$ cat config.mk
export PLATFORM = sky130hd
export DESIGN_NAME = pipe_mul_rr_arbiter
export DESIGN_NICKNAME = d
export VERILOG_FILES = /design/src/rtl/pipe_mul_rr_arbiter.sv
export SDC_FILE = /design/constraint.sdc
export NUM_CORES = 1
export LEC_CHECK = 0
export BUFFER_PORTS_ARGS = -buffer_cell sky130_fd_sc_hd__buf_2
export CORE_ASPECT_RATIO = 1.1
export CORE_MARGIN = 2
export CORE_UTILIZATION = 29
export DETAILED_ROUTE_END_ITERATION = 10
export SKIP_LAST_GASP = 1
export SYNTH_ARGS = -nofsm -noshare
export SYNTH_HDL_FRONTEND = slang
export SYNTH_SLANG_ARGS = --single-unit
$ cat constraint.sdc
create_clock -name clk -period 11.9 [get_ports clk]
set_input_delay 1.785 -clock clk [delete_from_list [all_inputs] [get_ports clk]]
set_output_delay 1.785 -clock clk [all_outputs]
set_load 0.005 [all_outputs]
$ cat src/rtl/pipe_mul_rr_arbiter.sv
// pipe_mul_rr_arbiter: round-robin share of one pipelined multiplier.
// Grants one requester per cycle, tags results with the requester ID.
//
// Parameters:
//   N    operand/result width
//   NREQ number of requesters (2..16)
//   TW   tag width, ceil(log2(NREQ))
// Ports:
//   clk, rst             clock, synchronous active-high reset
//   req_valid[NREQ]      per-requester pending operation
//   req_in1/req_in2      packed operands, requester i at [i*N +: N]
//   req_ready[NREQ]      one-hot grant (operands consumed this cycle)
//   res_valid[NREQ]      one-hot owner of res_data
//   res_tag[TW]          binary owner ID of the result
//   res_data[N]          product modulo 2^N
//   inflight[TW+1]       accepted operations not yet presented
// Configuration:
//   MULARB_OUTREG_EN     adds an output register stage (latency 2)

module pipe_mul_rr_arbiter #(
  parameter int N    = 32,
  parameter int NREQ = 4,
  parameter int TW   = 2
) (
  input  logic              clk,
  input  logic              rst,
  input  logic [NREQ-1:0]   req_valid,
  input  logic [NREQ*N-1:0] req_in1,
  input  logic [NREQ*N-1:0] req_in2,
  output logic [NREQ-1:0]   req_ready,
  output logic [NREQ-1:0]   res_valid,
  output logic [TW-1:0]     res_tag,
  output logic [N-1:0]      res_data,
  output logic [TW:0]       inflight
);

  logic [TW-1:0]   r_last;
  logic [NREQ-1:0] w_gnt;
  logic [TW-1:0]   w_gidx;
  logic [TW-1:0]   w_idx;
  logic            w_acc;
  logic [N-1:0]    w_a;
  logic [N-1:0]    w_b;

  logic [N-1:0]    r_a;
  logic [N-1:0]    r_b;
  logic [TW-1:0]   r_tag;
  logic            r_vld;
  logic [N-1:0]    w_prod;

  logic            w_pvld;
  logic [TW-1:0]   w_ptag;
  logic [N-1:0]    w_pdata;
  logic [NREQ-1:0] w_onehot;
  logic [TW:0]     r_cnt;

  // Search from last+1 upward with wrap; first valid wins.
  // Nothing is granted while reset is held.
  always_comb begin
    w_gnt  = '0;
    w_gidx = '0;
    w_idx  = '0;
    w_acc  = 1'b0;
    for (int k = 1; k <= NREQ; k++) begin
      w_idx = TW'((int'(r_last) + k) % NREQ);
      if (!w_acc && req_valid[w_idx]) begin
        w_acc  = 1'b1;
        w_gidx = w_idx;
      end
    end
    if (rst) begin
      w_acc = 1'b0;
    end
    if (w_acc) begin
      w_gnt[w_gidx] = 1'b1;
    end
  end

  assign req_ready = w_gnt;

  assign w_a = req_in1[w_gidx*N +: N];
  assign w_b = req_in2[w_gidx*N +: N];

  always_ff @(posedge clk) begin
    if (rst) begin
      r_last <= TW'(NREQ-1);
    end else if (w_acc) begin
      r_last <= w_gidx;
    end
  end

  // Operands hold when idle so res_data keeps its last product.
  always_ff @(posedge clk) begin
    if (rst) begin
      r_a   <= '0;
      r_b   <= '0;
      r_tag <= '0;
      r_vld <= 1'b0;
    end else begin
      r_vld <= w_acc;
      if (w_acc) begin
        r_a   <= w_a;
        r_b   <= w_b;
        r_tag <= w_gidx;
      end
    end
  end

  assign w_prod = r_a * r_b;

`ifdef MULARB_OUTREG_EN
  logic          r_ovld;
  logic [TW-1:0] r_otag;
  logic [N-1:0]  r_odata;

  always_ff @(posedge clk) begin
    if (rst) begin
      r_ovld  <= 1'b0;
      r_otag  <= '0;
      r_odata <= '0;
    end else begin
      r_ovld <= r_vld;
      if (r_vld) begin
        r_otag  <= r_tag;
        r_odata <= w_prod;
      end
    end
  end

  assign w_pvld  = r_ovld;
  assign w_ptag  = r_otag;
  assign w_pdata = r_odata;
`else
  assign w_pvld  = r_vld;
  assign w_ptag  = r_tag;
  assign w_pdata = w_prod;
`endif

  // A result in the reset cycle belongs to a discarded operation.
  always_comb begin
    w_onehot = '0;
    if (w_pvld && !rst) begin
      w_onehot[w_ptag] = 1'b1;
    end
  end

  assign res_valid = w_onehot;
  assign res_tag   = w_ptag;
  assign res_data  = w_pdata;

  always_ff @(posedge clk) begin
    if (rst) begin
      r_cnt <= '0;
    end else begin
      unique case ({w_acc, w_pvld})
        2'b10:   r_cnt <= r_cnt + 1'b1;
        2'b01:   r_cnt <= r_cnt - 1'b1;
        default: r_cnt <= r_cnt;
      endcase
    end
  end

  assign inflight = r_cnt;

endmodule

==> impl_results.md <==
- Largest net degree at the start of global routing: 57
- Router iterations before antenna repair: 6
- Final nets: 3256
- Total I/O pin count: 307
- Die ar.: 71000 µm²
- Setup Viol. Count Final: 0
- Post-Syn Area: 20000 µm²
- Via count: 15.6k
- Overflow left after global routing: 0
- Worst min-delay path category: register to register
- CTS resizes: 0
- DR vias/cell: 4.62
- Top FF cell, synth: dfxtp_1
- Root Buffer: clkbuf_16
- Initial antenna violation count: 1
- Die H: 279 µm
- Num rows: 100
- First-pass GRT wire length: 95.5 mm
- Worst rel slew slack: 30.0%
- Final core utilization: 33.3%
- CP max FO: 25
- FMAX: 0.105 GHz
- #FFs+latches synth: 72
- Synth top area share: 41.0%
- Seq/Total Area, Yosys: 7.21%
- Hold bufs inserted after CTS: 0
- Setup_tns: 0 ns
- Leading post-synthesis cells by cell area: fa_1, and2_1, ha_1
- Tcrit/Tclk final: 80.3%
- Setup Skew: 0.0107 ns
- Max Cap Viol: 0
- Worst-case clock buffer depth: 2
- Final RePlAce weighted congestion: 0.872
- Htree depth: 3
- Hold depth: 2
- Post-synth ARST share: 0%
- YS warnings: 0
- Num Clock Sinks: 72
- Reg2reg path depth: 7
- P&R area growth vs syn: 13.3%
- Die Span X: 254 µm
- Final WL: 60.2 mm
- ANT cells: 0
- Critical path arrival: 7.77 ns
- Clock-pin slew on the worst setup and hold paths: 0.06 ns
- RR Endpoint: r_b[10]
- CP Cell Sequence: nand2_1 -> fa_1 -> inv_1 -> fa_1 -> fa_1 -> inv_1 -> fa_1 -> inv_1 -> fa_1 -> fa_1 -> fa_1 -> fa_1 -> ha_1 -> a21oi_1 -> a21boi_0 -> a211o_1 -> a311oi_2 -> o21ai_0 -> a21oi_1 -> xnor2_1 -> buf_2
- Cell mode on critical path: fa_1
- Residual DRC: 0
- Setup crit end kind: output port
- Max VDD drop: 0.265 mV
- Final slew viol count: 0
- Hold endpoint: r_b[14]
- Mapped Nets: 3048
- Setup Fix Bufs, Post-CTS: 0
- Library cells used by synthesis: 56
- R2r startpoint: r_last[0]
- Share of layout cells above drive strength 1: 14.8%
- Initial Util: 29.4%
- Min Clock Period, post-route: 9.55 ns
- Post-Syn Area per Cell: 8.87 µm²
- Leakage: 10.9 nW
- Detail Route Antenna Nets: 0
- Pwr Density: 242 nW/µm²
- Critical path class: register to output port
- Post-synth top area cell: fa_1
- 1st-iter DRT viols: 631
- Gate Count Post-Synth: 2253
- Hold path start: r_b[14]
- Slew @ Worst Pin: 1.05 ns
- EDFF count, synth: 0
- Num CTS Buffers: 9
- Max incr delay on CP: 1.01 ns
- I/O Buffers: 306
- Skew-Pair Late Insertion Delay: 0.36 ns
- Required @ worst endpoint: 10.12 ns
- CP top delay family: adder cells
- CTS tree: done
- Total GRT Usage: 17.5%
- Status: completed
- Flop-to-flop setup slack: 9.08 ns
- WL per Instance: 17.8 µm
- Slowest stage cell on the critical path: dfxtp_1
- Unrepaired setup endpoints after global routing: no
- Worst path buffer plus inverter count: 4
- Post-DP HPWL: 49.7 mm
- Critical Path Start Type: register
- Final Hold Fails: 0
- Vias in the first global route: 16.8k
- Core Area: 67900 µm²
worst register-to-register path, cell delays in order (launching register included):
cell	delay (ns)
dfxtp_1	0.36
nand2b_1	0.14
o22ai_1	0.15
nor2_4	0.48
buf_4	0.74
mux2i_1	0.33
nand2_1	0.18
a32o_1	0.34
worst max-delay path by stage:
stage | to | start | cells after the start
5_1_grt | res_data[31] | r_b[3] | 21
2_1_floorplan | res_data[29] | r_a[14] | 21
3_5_place_dp | res_data[31] | r_b[5] | 22
4_1_cts | res_data[31] | r_b[5] | 22
6_report | res_data[31] | r_b[8] | 21
3_3_place_gp | res_data[31] | r_b[3] | 22
cell usage in the layout (no fill, tap or decap), types with 8 or more instances in the layout:
master / synthesis / layout
fa_1: 409 / 409
inv_1: 389 / 389
and2_1: 336 / 336
nand2_1: 331 / 331
buf_2: 10 / 306
ha_1: 124 / 124
mux2i_1: 85 / 85
a21oi_1: 84 / 84
dfxtp_1: 72 / 72
xnor2_1: 65 / 65
o21ai_0: 47 / 46
a32o_1: 28 / 28
buf_4: 6 / 23
xor2_1: 22 / 22
nor2_1: 21 / 19
a21o_1: 15 / 15
nor3_1: 10 / 10
clkbuf_16: 0 / 9
o21bai_1: 8 / 8
metal layers:
metal,wire length [µm],GRT usage [%],vias up,part of all wire [%]
met1,24700,21.3,7857,41
met2,30300,31.0,435,50
met4,2880,7.84,0,4.8
met5,0,0,-,0
li1,-,-,7260,-
met3,2360,1.63,81,3.9
power by group:
group	leakage, nW	switching, mW	internal, mW	total (mW)
Combinational	10.2	2.72	2.06	4.78
Clock	0.147	0.130	0.148	0.278
Sequential	0.599	0.137	0.275	0.412
Total	10.9	2.99	2.48	5.47
state kept, by name, indices dropped and copies added, names as in the netlist:
| signal | count |
|---|---|
| r_a | 32 |
| r_b | 32 |
| r_vld | 1 |
| r_last | 2 |
| inflight | 3 |
| res_tag | 2 |
logic make-up (layout without fill, tap and decap cells):
kind of cell	Yosys count	in the layout	share of synthesized area, %
AND/OR/NAND/NOR	730	730	18.6
flip-flops	72	72	7.21
AO/OA/AOI/OAI	220	220	7.16
multiplexers	90	90	4.54
XOR/XNOR	87	87	3.81
buffers and inverters	521	734	9.96
adder cells (fa/ha/maj)	533	533	48.8
layout make-up:
type / count / area (µm²)
clock buffer: 9 / 225
clock inverter: 7 / 73.8
fill: 7215 / 45300
inverter: 389 / 1460
multi-input combinational: 1660 / 16600
sequential: 72 / 1440
tap: 918 / 1150
timing repair buffer: 329 / 1700
Yosys cell counts, types with 5 or more instances:
library cell / count
a21o_1: 15
a21oi_1: 84
a221o_1: 6
a32o_1: 28
and2_1: 336
buf_1: 5
buf_2: 10
buf_4: 6
clkbuf_1: 111
dfxtp_1: 72
fa_1: 409
ha_1: 124
inv_1: 389
mux2_2: 5
mux2i_1: 85
nand2_1: 331
nand3_1: 6
nor2_1: 21
nor3_1: 10
o21ai_0: 47
o21bai_1: 8
xnor2_1: 65
xor2_1: 22
metrics by stage:
step / power, mW / hold WS (ns) / worst slack, ns / instances / instance area, µm²
global placement: 5.29 / 0.451 / 2.73 / 3368 / 22300
global route: 6.15 / 0.477 / 1.86 / 3384 / 22600
floorplan: 3.43 / 0.451 / 3.60 / 2253 / 20000
detailed placement: 5.34 / 0.453 / 2.65 / 3368 / 22300
CTS: 5.64 / 0.462 / 2.27 / 3384 / 22600
finish: 5.47 / 0.464 / 2.35 / 3384 / 22600
Note: power is estimated with default switching activity, not from simulation.
